File: config.mk
export PLATFORM = sky130hd
export DESIGN_NAME = exe_mul_sequencer_flat
export DESIGN_NICKNAME = d
export VERILOG_FILES = /design/src/rtl/exe_mul_sequencer_if.sv /design/src/rtl/exe_mul_sequencer.sv /design/src/flat_wrapper.sv
export SDC_FILE = /design/constraint.sdc
export NUM_CORES = 1
export LEC_CHECK = 0
export ABC_CLOCK_PERIOD_IN_PS = 3200
export CAP_MARGIN = 30
export CORE_MARGIN = 8
export CORE_UTILIZATION = 50
export CTS_CLUSTER_SIZE = 10
export DETAILED_ROUTE_END_ITERATION = 10
export PLACE_DENSITY = 0.78
export REMOVE_ABC_BUFFERS = 1
export SETUP_SLACK_MARGIN = 0.02
export SKIP_CTS_REPAIR_TIMING = 1
export SLEW_MARGIN = 10
export SYNTH_ARGS = -nofsm -noshare
export SYNTH_HDL_FRONTEND = slang
export SYNTH_SLANG_ARGS = --single-unit
File: constraint.sdc
create_clock -name clk -period 3.2 [get_ports clk]
set_input_delay 0.32 -clock clk [delete_from_list [all_inputs] [get_ports clk]]
set_output_delay 0.32 -clock clk [all_outputs]
set_load 0.01 [all_outputs]
File: src/rtl/exe_mul_sequencer_if.sv
// exe_mul_sequencer_if: EXE-stage request and result bundle for the sequential multiplier
interface exe_mul_sequencer_if;
    logic        start;
    logic [31:0] Val_1;
    logic [31:0] Val_Rm;
    logic [3:0]  Dest;
    logic        S;
    logic        flush;
    logic        freeze;
    logic        done;
    logic [31:0] Mul_Res;
    logic [3:0]  Dest_out;
    logic        WB_EN_out;
    logic        S_out;
    logic [3:0]  Status_Bits;
    modport slave (
        input  start, Val_1, Val_Rm, Dest, S, flush,
        output freeze, done, Mul_Res, Dest_out, WB_EN_out, S_out, Status_Bits
    );
    modport master (
        output start, Val_1, Val_Rm, Dest, S, flush,
        input  freeze, done, Mul_Res, Dest_out, WB_EN_out, S_out, Status_Bits
    );
endinterface

File: src/rtl/exe_mul_sequencer.sv
// exe_mul_sequencer: 32-cycle shift-add multiplier that stalls the pipeline while it runs
module exe_mul_sequencer (
    input logic                  clk,
    input logic                  rst,
    exe_mul_sequencer_if.slave   bus
);
    typedef enum logic [1:0] {IDLE, RUN, DONE} state_t;
    state_t      state_q, state_d;
    logic [31:0] acc_q, acc_d;
    logic [31:0] a_q, a_d;
    logic [31:0] b_q, b_d;
    logic [4:0]  cnt_q, cnt_d;
    logic [3:0]  dest_q, dest_d;
    logic        s_q, s_d;
    logic        done_q, done_d;
    // next-state: latch operands in IDLE, shift-add one multiplier bit per RUN cycle
    always_comb begin
        state_d = state_q;
        acc_d   = acc_q;
        a_d     = a_q;
        b_d     = b_q;
        cnt_d   = cnt_q;
        dest_d  = dest_q;
        s_d     = s_q;
        case (state_q)
            IDLE: if (bus.start && !bus.flush) begin
                a_d     = bus.Val_1;
                b_d     = bus.Val_Rm;
                dest_d  = bus.Dest;
                s_d     = bus.S;
                acc_d   = '0;
                cnt_d   = '0;
                state_d = (bus.Val_1 == '0 || bus.Val_Rm == '0) ? DONE : RUN;
            end
            RUN: if (bus.flush) begin
                state_d = IDLE;
            end else begin
                acc_d   = b_q[0] ? acc_q + a_q : acc_q;
                a_d     = a_q << 1;
                b_d     = b_q >> 1;
                cnt_d   = cnt_q + 5'd1;
                state_d = (cnt_q == 5'd31) ? DONE : RUN;
            end
            DONE:    state_d = IDLE;
            default: state_d = IDLE;
        endcase
        done_d = (state_d == DONE);
    end
    // state and datapath registers; done is registered so it cannot glitch
    always_ff @(posedge clk or negedge rst) begin
        if (!rst) begin
            state_q <= IDLE;
            acc_q   <= '0;
            a_q     <= '0;
            b_q     <= '0;
            cnt_q   <= '0;
            dest_q  <= '0;
            s_q     <= 1'b0;
            done_q  <= 1'b0;
        end else begin
            state_q <= state_d;
            acc_q   <= acc_d;
            a_q     <= a_d;
            b_q     <= b_d;
            cnt_q   <= cnt_d;
            dest_q  <= dest_d;
            s_q     <= s_d;
            done_q  <= done_d;
        end
    end
    // freeze must react in the request cycle itself, so it stays combinational
    always_comb begin
        bus.freeze      = (state_q == IDLE && bus.start && !bus.flush) || state_q == RUN;
        bus.done        = done_q;
        bus.WB_EN_out   = done_q;
        bus.S_out       = s_q & done_q;
        bus.Mul_Res     = acc_q;
        bus.Dest_out    = dest_q;
        bus.Status_Bits = {acc_q[31], acc_q == '0, 2'b00};
    end
endmodule

File: src/flat_wrapper.sv
// flat-port wrapper written by rule: the top's interface ports become plain ports
module exe_mul_sequencer_flat 
  (clk, rst, bus_start, bus_Val_1, bus_Val_Rm, bus_Dest, bus_S, bus_flush, bus_freeze, bus_done, bus_Mul_Res, bus_Dest_out, bus_WB_EN_out, bus_S_out, bus_Status_Bits);
  exe_mul_sequencer_if bus_i ();
  input logic clk;
  input logic rst;
  input wire logic [$bits(bus_i.start)-1:0] bus_start;
  input wire logic [$bits(bus_i.Val_1)-1:0] bus_Val_1;
  input wire logic [$bits(bus_i.Val_Rm)-1:0] bus_Val_Rm;
  input wire logic [$bits(bus_i.Dest)-1:0] bus_Dest;
  input wire logic [$bits(bus_i.S)-1:0] bus_S;
  input wire logic [$bits(bus_i.flush)-1:0] bus_flush;
  output wire logic [$bits(bus_i.freeze)-1:0] bus_freeze;
  output wire logic [$bits(bus_i.done)-1:0] bus_done;
  output wire logic [$bits(bus_i.Mul_Res)-1:0] bus_Mul_Res;
  output wire logic [$bits(bus_i.Dest_out)-1:0] bus_Dest_out;
  output wire logic [$bits(bus_i.WB_EN_out)-1:0] bus_WB_EN_out;
  output wire logic [$bits(bus_i.S_out)-1:0] bus_S_out;
  output wire logic [$bits(bus_i.Status_Bits)-1:0] bus_Status_Bits;
  assign bus_i.start = bus_start;
  assign bus_i.Val_1 = bus_Val_1;
  assign bus_i.Val_Rm = bus_Val_Rm;
  assign bus_i.Dest = bus_Dest;
  assign bus_i.S = bus_S;
  assign bus_i.flush = bus_flush;
  assign bus_freeze = bus_i.freeze;
  assign bus_done = bus_i.done;
  assign bus_Mul_Res = bus_i.Mul_Res;
  assign bus_Dest_out = bus_i.Dest_out;
  assign bus_WB_EN_out = bus_i.WB_EN_out;
  assign bus_S_out = bus_i.S_out;
  assign bus_Status_Bits = bus_i.Status_Bits;
  exe_mul_sequencer u_core (.clk(clk), .rst(rst), .bus(bus_i));
endmodule
* Word-level counts from Yosys, hierarchy flattened
Index checks and enable logic that the tools add are counted.
** Word-level totals
- Logic and storage cells :: 49
- Output and inout bits :: 44
- Input port bits :: 73
- Flip-flop bits (word level) :: 109
** Cells by class
- Muxes and demuxes :: 18
- Reductions and logical operators :: 14
- Add/subtract/negate cells :: 2
- Equal/unequal tests :: 6
- Bitwise operators :: 1
** Operator list (count)
- two-way mux 32 bit :: 7
- case mux 32 bit (2 select lines) :: 3
- zero test 32 bit :: 3
- adder 32 bit :: 1
- two-way mux 5 bit :: 2
- case mux 5 bit (2 select lines) :: 1
- two-way mux 2 bit :: 4
- adder 5 x 1 -> 5 bit (second input constant) :: 1
- == test 5 bit (second input constant) :: 1
- != test 2 x 1 -> 1 bit (second input constant) :: 2
- case mux 2 bit (2 select lines) :: 1
- AND reduction 4 bit :: 1
- logical AND 1 bit :: 3
- AND reduction 3 bit :: 1
- == test 2 x 1 -> 1 bit (second input constant) :: 1
- == test 2 bit (second input constant) :: 1
- zero test 2 bit :: 1
- logical OR 1 bit :: 2
- != test 2 bit (second input constant) :: 1
- AND reduction 2 bit :: 1
- nonzero test 2 bit :: 1
- bitwise AND 1 bit :: 1
- zero test 1 bit :: 1

* Longest topological paths before layout
- Depth in word-level cells :: 6
- Gate-level depth with buffers :: 11
- Depth with buffers taken out :: 11

* Least setup slack after synthesis
No wires, ideal clock.
- Path kind :: reg-to-reg
- From :: reg u_core.acc_q[0] (netlist: u_core.bus.Mul_Res[0])
- To :: reg u_core.acc_q[24] (netlist: u_core.bus.Mul_Res[24])
- Arrival :: 2258 ps
- Setup slack :: 812 ps
- Stages on the path, launching flop included :: 12
- Buffers on the path :: 0
- Clock period less this slack :: 2388 ps
- Path through :: dfrtp_1 > ha_1 > inv_1 > fa_1 > nor2b_4 > o31ai_2 > a211oi_2 > and2_1 > a211o_1 > or3_1 > xnor2_1 > o21ai_1
** On the way
- Longest elaborated chain between the ends :: 4
** RTL lines
- start: declaration :: line exe_mul_sequencer.sv:9 : logic [31:0] acc_q, acc_d;
- start signal: assignment :: line exe_mul_sequencer.sv:53 : acc_q <= '0;
- start signal: assignment :: line exe_mul_sequencer.sv:62 : acc_q <= acc_d;
- adder 32 bit :: line exe_mul_sequencer.sv:38 : acc_d = b_q[0] ? acc_q + a_q : acc_q;
- two-way mux 32 bit :: line exe_mul_sequencer.sv:38
- two-way mux 32 bit :: line exe_mul_sequencer.sv:35 : RUN: if (bus.flush) begin
- case mux 32 bit (2 select lines) :: line exe_mul_sequencer.sv:25 : case (state_q)
Every way passes these cells. The select of a mux whose other input is x is not followed.
A chain may end at the register's enable or synchronous reset.

* Worst setup path after layout
Same ends and word-level chain as after synthesis.

==> impl_metrics.yaml <==
clock_tree:
  cts_root_buffer: "clkbuf_16"
  cts_sinks: 109
  cts_htree_levels: 3
  clk_latency_ps: 360
  cts-buffers-inserted: 9
  tritoncts: "done"
  cts_buffer_depth: 2
  clkTransAtPathRegs_ps: 70
synthesis:
  yosysSeqAreaShare_pct: 41.4
  synth_top_family_by_area: "simple AND/OR/NAND/NOR gates"
  yosys.cell_types.count: 57
  synth-simple-area-share_pct: 24.3
  syn_area_sq_um: 6590
  yosysTopAreaCellShare_pct: 41.4
  synthXorXnorAreaFrac_pct: 3.72
  syn-mean-instance-area_sq_um: 8.34
  synth_top_cells_by_area: "dfrtp_1 41%, nand2_1 9.7%, a31oi_1 6.6%"
  async_reset_ff_share_pct: 100
  synthAdderAreaFrac_pct: 6.57
  ys_ff_latch: 109
  synth_compound_area_share_pct: 19.9
  muxShareOfSynthArea_pct: 0
  yosysMostFrequentCell: "nand2_1"
  synth_commonest_cells: "170 x nand2_1, 109 x dfrtp_1, 80 x nor2_1"
  synth_edf_count: 0
  ys_warn_count: 0
  netlist_instances: 790
  ys.flop_type: "dfrtp_1"
  synth_top_area_cell: "dfrtp_1"
finish:
  finalNonFillerCells: 1058
  drive_gt1_share_pct: 5.78
  synthToLayoutAreaGrowth_pct: 23.8
  finalNetCount: 984
  n_antenna_cell: 0
setup_path:
  required_ps: 3420
  critical_path_buf_inv_count: 1
  start_kind: "register"
  worstPathArrival_ps: 2860
  worstSetupPathType: "reg2reg"
  worstRegToRegCells: 11
  crit_path_max_incr_delay_ps: 410
  reg2reg_from: "u_core.bus.Mul_Res[0]"
  cp_max_fo: 4
  path_delay_family: "compound AO/OA/AOI/OAI gates"
  cp_slowest_cell: "dfrtp_1"
  r2r_setup_slack_ps: 560
  reg2reg_to: "u_core.bus.Mul_Res[24]"
  end_kind: "register"
  path_cells: "ha_1 > inv_1 > fa_1 > nor2b_4 > o31ai_2 > a211oi_2 > and2_1 > a211o_1 > or3_1 > xnor2_1 > o21ai_1"
placed_design:
  dpl.cell_count: 1040
  gp_congestion: 0.870
  dp_hpwl_mm: 12.7
  port_buffers: 114
sta:
  setup_viol: 0
  finalClockSkew_ps: 6.35
  tns_ps: 0
  drv_slew: 0
  fmax_mhz: 378
  slew-limit-headroom_pct: 53.1
  post-route-period-util_pct: 82.6
  period_minus_slack_ps: 2640
  worst_pin_slew_ps: 700
  grt_setup_unrepaired: "no"
  hold_violations: 0
detailed_routing:
  wl_mm: 17.2
  drc: 0
  dr_total_vias: 6021
  route.detailed.wl_per_inst_um: 16.2
  drt-initial-drc-count: 446
  antenna_left: 0
  firstDrtPassIters: 5
  avgViaCountPerCell: 5.69
floorplan:
  io_pins: 117
  core_sq_um: 13000
  dieArea_sq_um: 17100
  die_w_um: 131
  placementRows: 42
  die_h_um: 131
  initial_core_util_pct: 50.5
flow_run:
  cap_violations: 0
pwr:
  power_leakage_nw: 3.53
  ir_drop_mv: 0.359
  power.density_nw_per_um2: 863
global_routing:
  grt.total_usage_pct: 20.7
  grt_pass1_wl_mm: 28.0
  first_global_vias: 5653
  grt_max_degree: 70
  antenna_found_initial: 0
  overflow: 0
worst_hold_path:
  hold_path.class: "in2async"
status:
  status: "finished clean"
-- cells by family (layout without fill, tap and decap cells) --
logic type,after synthesis,after routing
xor gates and xnor gates,28,28
buffers and inverters,60,151
AOI/OAI and AO/OA,201,201
DFF,109,109
other,1,2
and+or+nand+nor,357,357
adders and majority gates,34,34
-- how the worst max path moves through the flow --
stage,start,end,slack (ps),cells after the start
2_1_floorplan,u_core.state_q[1],u_core.cnt_q[1],-1180,5
3_3_place_gp,u_core.bus.Mul_Res[1],u_core.bus.Mul_Res[29],620,9
3_5_place_dp,u_core.bus.Mul_Res[0],u_core.bus.Mul_Res[24],590,11
4_1_cts,u_core.bus.Mul_Res[1],u_core.bus.Mul_Res[29],560,9
5_1_grt,u_core.bus.Mul_Res[0],u_core.bus.Mul_Res[26],400,11
6_report,u_core.bus.Mul_Res[0],u_core.bus.Mul_Res[24],560,11
-- state kept, by name, indices dropped and copies added, names as in the netlist --
name                  count
u_core.b_q               32
u_core.state_q            2
u_core.bus.Dest_out       4
u_core.cnt_q              5
u_core.bus.Mul_Res       32
u_core.a_q               32
u_core.bus.WB_EN_out      1
u_core.s_q                1
-- cell usage in the layout (no fill, tap or decap), types with 3 or more instances in the layout --
cell type        count
o21ai_0             35
nand3_1             38
o21a_1               5
nor2_1              80
a31oi_1             69
nand2_1            169
nand2b_1             5
clkdlybuf4s50_1    113
o21ai_1             12
a21o_1              11
clkbuf_16            9
a211o_1              5
a21oi_2              3
a22o_1               4
a211oi_2             4
clkinv_4             3
or3_1                3
nand4_1             12
a21oi_1             25
o22ai_1              3
nor4_1              26
xor2_1              17
nor4b_1              3
xnor2_1             11
dfrtp_1            109
buf_4                9
o21bai_1             5
inv_1                9
ha_1                33
-- stage by stage --
| stage | util (%) | power (W) | instance area [sq um] | hold WS (ps) | setup slack (ps) |
|---|---|---|---|---|---|
| final | 62.6 | 0.00704 | 8160 | 316 | 558 |
| after global routing | 62.6 | 0.00760 | 8160 | 311 | 396 |
| after CTS | 62.3 | 0.00704 | 8120 | 122 | 563 |
| after detailed placement | 60.2 | 0.00596 | 7840 | 466 | 587 |
| after global placement | 60.2 | 0.00589 | 7840 | 457 | 622 |
| after floorplan | - | 0.00476 | 6360 | 24.4 | -1180 |
-- routing by layer --
| metal | track usage [%] | up-vias | wire, um |
|---|---|---|---|
| met5 | 0 | - | 0 |
| met4 | 7.22 | 0 | 284 |
| met3 | 3.21 | 18 | 729 |
| met2 | 33.6 | 145 | 8320 |
| met1 | 27.5 | 2864 | 7850 |
| li1 | - | 2994 | - |
-- worst reg2reg max path, stage by stage, from the launching register on --
cell and delay, ps:
dfrtp_1 410, ha_1 250, inv_1 80, fa_1 230, nor2b_4 70, o31ai_2 310, a211oi_2 160, and2_1 170
a211o_1 290, or3_1 340, xnor2_1 140, o21ai_1 70
-- power breakdown --
group | switching [W] | internal [W] | leakage, nW
Sequential | 0.000441 | 0.00179 | 1.31
Clock | 0.000522 | 0.000534 | 0.133
Combinational | 0.00204 | 0.00172 | 2.09
Total | 0.00300 | 0.00404 | 3.53
-- cell type report --
| cell class | instances | area (sq um) |
|---|---|---|
| multi-input combinational | 622 | 3620 |
| clock inverter | 6 | 47.5 |
| sequential | 109 | 2730 |
| clock buffer | 10 | 229 |
| timing repair buffer | 126 | 1280 |
| inverter | 9 | 33.8 |
| fill | 1193 | 4870 |
| tap | 176 | 220 |
Note: power is estimated with default switching activity, not from simulation.
